File: src/rtl/bcd_phase_timer_pkg.sv
// Shared types and constants for the irrigation phase timer.
// Latency: none (declarations only).
// Backpressure: none.
package irrigation_timer_pkg;

  localparam int         BCD_W   = 4;
  localparam logic [3:0] BCD_MAX = 4'd9;

  typedef enum logic [1:0] {
    IDLE  = 2'd0,
    RUN   = 2'd1,
    PAUSE = 2'd2
  } state_t;

  // Out-of-range nibbles (A..F) are clamped to 9 so the count is always valid BCD.
  function automatic logic [3:0] sanitise_digit(input logic [3:0] d);
    return (d > BCD_MAX) ? BCD_MAX : d;
  endfunction

endpackage

File: src/rtl/bcd_phase_timer_if.sv
// Control/status bundle between a phase sequencer and one phase timer.
// Latency: none (wires only).
// Backpressure: none; level-sampled controls, registered status.
interface bcd_phase_timer_if
  import irrigation_timer_pkg::*;
#(
  parameter int DIGITS = 3
) ();

  logic                    start;
  logic                    pause;
  logic                    abort;
  logic [BCD_W*DIGITS-1:0] preset;
  logic [BCD_W*DIGITS-1:0] bcd;
  logic                    busy;
  logic                    paused;
  logic                    done;

  modport master (
    output start, pause, abort, preset,
    input  bcd, busy, paused, done
  );

  modport slave (
    input  start, pause, abort, preset,
    output bcd, busy, paused, done
  );

endinterface

File: src/rtl/bcd_phase_timer_digit_down.sv
// One BCD digit of a ripple-borrow down-counter.
// Latency: combinational.
// Backpressure: none.
module bcd_digit_down
  import irrigation_timer_pkg::*;
(
  input  logic [BCD_W-1:0] digit,
  input  logic             borrow_in,
  output logic [BCD_W-1:0] digit_next,
  output logic             borrow_out
);

  // Decrement when borrowed from; 0 wraps to 9 and passes the borrow upward.
  always_comb begin
    digit_next = digit;
    if (borrow_in) begin
      digit_next = (digit == 4'd0) ? BCD_MAX : digit - 4'd1;
    end
  end

  assign borrow_out = borrow_in & (digit == 4'd0);

endmodule

File: src/rtl/bcd_phase_timer.sv
// Multi-digit BCD phase timer: load preset, count down one step per TICK_DIV clocks, pulse done at zero.
// Latency: load/abort/pause visible one cycle after the sampling edge; first decrement TICK_DIV edges after load.
// Backpressure: none; pause freezes count and prescaler, abort clears, start ignored while busy.
module bcd_phase_timer
  import irrigation_timer_pkg::*;
#(
  parameter int DIGITS   = 3,
  parameter int TICK_DIV = 50
) (
  input  logic              clk,
  input  logic              reset_n,
  bcd_phase_timer_if.slave  io
);

  localparam int            CW       = BCD_W * DIGITS;
  localparam int            PW       = (TICK_DIV > 1) ? $clog2(TICK_DIV) : 1;
  localparam logic [PW-1:0] PRE_LAST = PW'(TICK_DIV - 1);

  state_t          state_q;
  state_t          state_d;
  logic [CW-1:0]   cnt_q;
  logic [CW-1:0]   cnt_d;
  logic [CW-1:0]   cnt_dec;
  logic [CW-1:0]   preset_clean;
  logic [PW-1:0]   pre_q;
  logic [PW-1:0]   pre_d;
  logic            done_q;
  logic            done_d;
  logic [DIGITS:0] borrow;
  logic            load;
  logic            counting;
  logic            tick;
  logic            step;
  logic            cnt_zero;
  logic            dec_zero;
  logic            preset_zero;

  // Digit chain: borrow enters digit 0 unconditionally; the result is only
  // committed on a tick, so the chain doubles as the all-zero detector.
  assign borrow[0] = 1'b1;

  for (genvar i = 0; i < DIGITS; i++) begin : g_digit
    assign preset_clean[i*BCD_W +: BCD_W] = sanitise_digit(io.preset[i*BCD_W +: BCD_W]);

    bcd_digit_down u_digit (
      .digit      (cnt_q[i*BCD_W +: BCD_W]),
      .borrow_in  (borrow[i]),
      .digit_next (cnt_dec[i*BCD_W +: BCD_W]),
      .borrow_out (borrow[i+1])
    );
  end

  // A borrow escaping the top digit means every digit was zero.
  assign cnt_zero    = borrow[DIGITS];
  assign dec_zero    = (cnt_dec == '0);
  assign preset_zero = (io.preset == '0);

  // Prescaler advances in RUN, and also on the edge leaving PAUSE, so a pause
  // of N sampled cycles stretches the phase by exactly N cycles.
  assign load     = (state_q == IDLE) && io.start && !io.abort;
  assign counting = (state_q != IDLE) && !io.pause && !io.abort;
  assign tick     = counting && (pre_q == PRE_LAST);
  assign step     = tick && !cnt_zero;

  // State register.
  always_ff @(posedge clk or negedge reset_n) begin
    if (!reset_n) begin
      state_q <= IDLE;
    end else begin
      state_q <= state_d;
    end
  end

  // Next-state: abort first, then load, then pause, then terminal tick.
  always_comb begin
    state_d = state_q;
    if (io.abort) begin
      state_d = IDLE;
    end else begin
      case (state_q)
        IDLE: begin
          if (io.start && !preset_zero) state_d = RUN;
        end
        RUN, PAUSE: begin
          if (io.pause)                state_d = PAUSE;
          else if (step && dec_zero)   state_d = IDLE;
          else                         state_d = RUN;
        end
        default: state_d = IDLE;
      endcase
    end
  end

  // Datapath next values: count, prescaler and the one-cycle done pulse.
  always_comb begin
    cnt_d  = cnt_q;
    pre_d  = pre_q;
    done_d = 1'b0;
    if (io.abort) begin
      cnt_d = '0;
      pre_d = '0;
    end else if (load) begin
      cnt_d  = preset_clean;
      pre_d  = '0;
      done_d = preset_zero;
    end else if (counting) begin
      pre_d = tick ? '0 : pre_q + 1'b1;
      if (step) begin
        cnt_d  = cnt_dec;
        done_d = dec_zero;
      end
    end
  end

  // Datapath registers.
  always_ff @(posedge clk or negedge reset_n) begin
    if (!reset_n) begin
      cnt_q  <= '0;
      pre_q  <= '0;
      done_q <= 1'b0;
    end else begin
      cnt_q  <= cnt_d;
      pre_q  <= pre_d;
      done_q <= done_d;
    end
  end

  // Outputs decoded from registered state only.
  always_comb begin
    io.bcd    = cnt_q;
    io.busy   = (state_q != IDLE);
    io.paused = (state_q == PAUSE);
    io.done   = done_q;
  end

endmodule

File: src/flat_wrapper.sv
// flat-port wrapper written by rule: the top's interface ports become plain ports
module bcd_phase_timer_flat import irrigation_timer_pkg::*;
#(
  parameter int DIGITS   = 3,
  parameter int TICK_DIV = 50
)
  (clk, reset_n, io_start, io_pause, io_abort, io_preset, io_bcd, io_busy, io_paused, io_done);
  bcd_phase_timer_if #(.DIGITS(DIGITS)) io_i ();
  input  logic clk;
  input  logic reset_n;
  input wire logic [$bits(io_i.start)-1:0] io_start;
  input wire logic [$bits(io_i.pause)-1:0] io_pause;
  input wire logic [$bits(io_i.abort)-1:0] io_abort;
  input wire logic [$bits(io_i.preset)-1:0] io_preset;
  output wire logic [$bits(io_i.bcd)-1:0] io_bcd;
  output wire logic [$bits(io_i.busy)-1:0] io_busy;
  output wire logic [$bits(io_i.paused)-1:0] io_paused;
  output wire logic [$bits(io_i.done)-1:0] io_done;
  assign io_i.start = io_start;
  assign io_i.pause = io_pause;
  assign io_i.abort = io_abort;
  assign io_i.preset = io_preset;
  assign io_bcd = io_i.bcd;
  assign io_busy = io_i.busy;
  assign io_paused = io_i.paused;
  assign io_done = io_i.done;
  bcd_phase_timer #(.DIGITS(DIGITS), .TICK_DIV(TICK_DIV)) u_core (.clk(clk), .reset_n(reset_n), .io(io_i));
endmodule
File: config.mk
export PLATFORM = sky130hd
export DESIGN_NAME = bcd_phase_timer_flat
export DESIGN_NICKNAME = d
export VERILOG_FILES = /design/src/rtl/bcd_phase_timer_pkg.sv /design/src/rtl/bcd_phase_timer_if.sv /design/src/rtl/bcd_phase_timer_digit_down.sv /design/src/rtl/bcd_phase_timer.sv /design/src/flat_wrapper.sv
export SDC_FILE = /design/constraint.sdc
export NUM_CORES = 1
export LEC_CHECK = 0
export ABC_AREA = 1
export ABC_CLOCK_PERIOD_IN_PS = 3700
export CORE_ASPECT_RATIO = 0.75
export CORE_MARGIN = 3
export CORE_UTILIZATION = 55
export DETAILED_ROUTE_END_ITERATION = 10
export GPL_ROUTABILITY_DRIVEN = 0
export PLACE_DENSITY = 0.9
export SLEW_MARGIN = 20
export SYNTH_ARGS = -nofsm -noshare
export SYNTH_HDL_FRONTEND = slang
export SYNTH_SLANG_ARGS = --single-unit
File: constraint.sdc
create_clock -name clk -period 3.7 [get_ports clk]
set_input_delay 0.74 -clock clk [delete_from_list [all_inputs] [get_ports clk]]
set_output_delay 0.74 -clock clk [all_outputs]
set_load 0.03 [all_outputs]
==> metrics.json <==
{
  "syn_area_per_cell_um2": 7.60,
  "gr-total-overflow": 0,
  "synth_simple_gate_area_frac": 0.348,
  "area_post_placement_mm2": 0.00191,
  "netlist_top_cells_area": "sky130_fd_sc_hd__dfrtp_1, sky130_fd_sc_hd__nand2_1, sky130_fd_sc_hd__nand3_1",
  "timing.final.max_slew_violations": 0,
  "synth_top_cell_area_share": 0.334,
  "critPathLaunch": "u_core.state_q[0]",
  "yosys_cell_types": 31,
  "port_buffers": 31,
  "first_pass_iters": 4,
  "synth.ff_latch_count": 21,
  "ys_dominant_reg_cell": "sky130_fd_sc_hd__dfrtp_1",
  "setup_viol": 0,
  "worst-path-max-fanout": 4,
  "postSynthCellCount": 207,
  "grt.met2_usage": 0.344,
  "grt_max_degree": 22,
  "floorplan.core_area_mm2": 0.00266,
  "arrival_ps": 1750,
  "min_to": "u_core.pre_q[0]",
  "r2r-end": "u_core.io.bcd[4]",
  "layout-drive-gt1-share": 0.104,
  "register_area_share_after_synthesis": 0.334,
  "dp.cells": 272,
  "yosys-mux-area-fraction": 0.00636,
  "totalNegativeSetupSlack_ps": 0,
  "placement.setup.worst_slack_ps": 1260,
  "cts-buffers-inserted": 3,
  "cts_setup_buffers": 0,
  "placementRows": 16,
  "share_of_the_synthesized_area_in_compound_gates_ao_oa_aoi_oai": 0.149,
  "route.final.wire_length_um": 3720,
  "hp-start": "u_core.pre_q[0]",
  "yosysMostFrequentCell": "sky130_fd_sc_hd__nand2_1",
  "timing.hold.worst.class": "reg -> reg",
  "timing.critical_path.to_type": "output pin",
  "power-per-cell-area_mw_per_mm2": 524,
  "reg2reg_depth": 10,
  "io_pins": 32,
  "timing.fmax_mhz": 402,
  "grt_most_used_layer": "met2",
  "num-nets-final": 266,
  "global_router_s_overall_resource_usage": 0.236,
  "static-leakage-power_nw": 0.917,
  "post_cts_resize_count": 0,
  "synth_nets": 232,
  "antenna_violations_before_repair": 0,
  "cts-hold-fix-buffers": 0,
  "finalCriticalPeriod_ps": 2490,
  "reg2reg_slack_ps": 1640,
  "dieWidth_um": 67.8,
  "syn_area_mm2": 0.00157,
  "worst_r2r_startpoint": "u_core.state_q[0]",
  "grt_pass1_wl_um": 6270,
  "dp.final_hpwl_um": 2970,
  "fin_skew_ps": 1.76,
  "finish.instance_area_mm2": 0.00195,
  "maxSlewHeadroom": 0.369,
  "detail-route-antenna-nets": 0,
  "tightestPinTransition_ps": 943,
  "routed-via-count": 1542,
  "grt_pass1_vias": 1403,
  "synth_enable_flop_cells": 0,
  "antenna_cells_inserted": 0,
  "unrepaired_setup_endpoints_after_global_routing": "no",
  "critPathRequiredTime_ps": 2960,
  "post_synth_fa_ha_maj_area_fraction": 0.0636,
  "final_cells": 276,
  "worstSetupPathType": "reg -> out",
  "synth_area_leader_cell": "sky130_fd_sc_hd__dfrtp_1",
  "status": "finished clean",
  "detail_route.wl_per_cell_um": 13.5,
  "post-route-period-util": 0.673,
  "synth-async-reset-ratio": 1.00,
  "min_path_cells": 1,
  "dr.first_iter.drc_count": 121,
  "layout.core_utilization": 0.733,
  "worst_setup_path_start_kind": "flop",
  "ctsLongestPathBuffers": 2,
  "use_met3": 0.0494,
  "grt_use_met1": 0.344,
  "viasPerCell": 5.59,
  "initial_core_util": 0.591,
  "ir_drop_uv": 261,
  "worstSkewPairLatency_ps": 260,
  "detail_route.drc_violations": 0,
  "worst_setup_hold_path_clk_slew_ps": 70,
  "largest_family_of_logic_cells_by_synthesized_area": "simple AND/OR/NAND/NOR gates",
  "htree_levels": 1,
  "timing.max_cap.violations": 0,
  "finalHoldViolations": 0,
  "setup_ws_ps": 1210,
  "root_buffer": "sky130_fd_sc_hd__clkbuf_8",
  "ys.warnings.count": 0,
  "synthToLayoutAreaGrowth_pct": 24.0,
  "die-area_mm2": 0.00355,
  "cts.sink_count": 21,
  "chip_height_um": 52.3,
  "post_synth_most_frequent_cells": "sky130_fd_sc_hd__nand2_1, sky130_fd_sc_hd__nor2_1, sky130_fd_sc_hd__inv_1",
  "yosys.area_share.xor_xnor": 0.0167,
  "cts_tree": "done"
}
[stage by stage]
stage,hold slack (ps),power [W]
floorplan,444,0.000702
global placement,528,0.000858
detailed placement,530,0.000868
CTS,540,0.00102
global route,563,0.00110
finish,539,0.00102
[area by class of cell]
type                            instances  area, µm²
Tap cell                               36       45.0
Multi-Input combinational cell        156        918
Timing Repair Buffer                   31        310
Fill cell                             198        711
Clock buffer                            4       45.0
Inverter                               28        108
Sequential cell                        21        526
[worst max-delay path, cell delays in order (launching register included)]
cell                              delay, ps
sky130_fd_sc_hd__dfrtp_1                370
sky130_fd_sc_hd__inv_1                   70
sky130_fd_sc_hd__ha_1                   260
sky130_fd_sc_hd__inv_1                  110
sky130_fd_sc_hd__clkdlybuf4s50_1        680
[logic make-up (layout without fill, tap and decap cells)]
| family | count (synthesis) | after routing |
|---|---|---|
| compound gates | 34 | 34 |
| flops | 21 | 21 |
| xor+xnor | 3 | 3 |
| simple gates | 110 | 110 |
| mux | 1 | 1 |
| fa+ha+maj | 8 | 8 |
| buf+inv | 30 | 63 |
[state kept, by name, summed over array words and instances, names as in the netlist]
signal          cells
u_core.io.done      1
u_core.pre_q        6
u_core.io.bcd      12
u_core.state_q      2
[cell usage in the layout, fill, tap and decap left out, types with 3 or more instances in the layout]
master,instances
sky130_fd_sc_hd__nand2_4,5
sky130_fd_sc_hd__o22ai_1,11
sky130_fd_sc_hd__a31oi_1,3
sky130_fd_sc_hd__nand3_1,23
sky130_fd_sc_hd__o211ai_2,3
sky130_fd_sc_hd__inv_1,27
sky130_fd_sc_hd__nor2_1,28
sky130_fd_sc_hd__o21ai_0,9
sky130_fd_sc_hd__nand2_2,3
sky130_fd_sc_hd__ha_1,8
sky130_fd_sc_hd__dfrtp_1,21
sky130_fd_sc_hd__clkdlybuf4s50_1,31
sky130_fd_sc_hd__nand2_1,41
sky130_fd_sc_hd__clkbuf_8,3
[worst max-delay path by stage]
stage | cells past startpoint | end
floorplan | 13 | u_core.state_q[0]
global placement | 11 | u_core.state_q[0]
detailed placement | 8 | u_core.io.bcd[4]
CTS | 4 | io_busy
global route | 4 | io_busy
finish | 4 | io_busy
[power breakdown]
group	switching (W)	internal [W]
sequential	0.0000389	0.000266
combinational	0.000355	0.000211
clock	0.0000756	0.0000768
total	0.000470	0.000553
[metal layers]
metal / wire (µm) / part of all wire
met1: 1690 / 0.45
met2: 1640 / 0.44
met3: 328 / 0.088
met4: 63 / 0.017
met5: 0 / 0
Note: power is estimated with default switching activity, not from simulation.
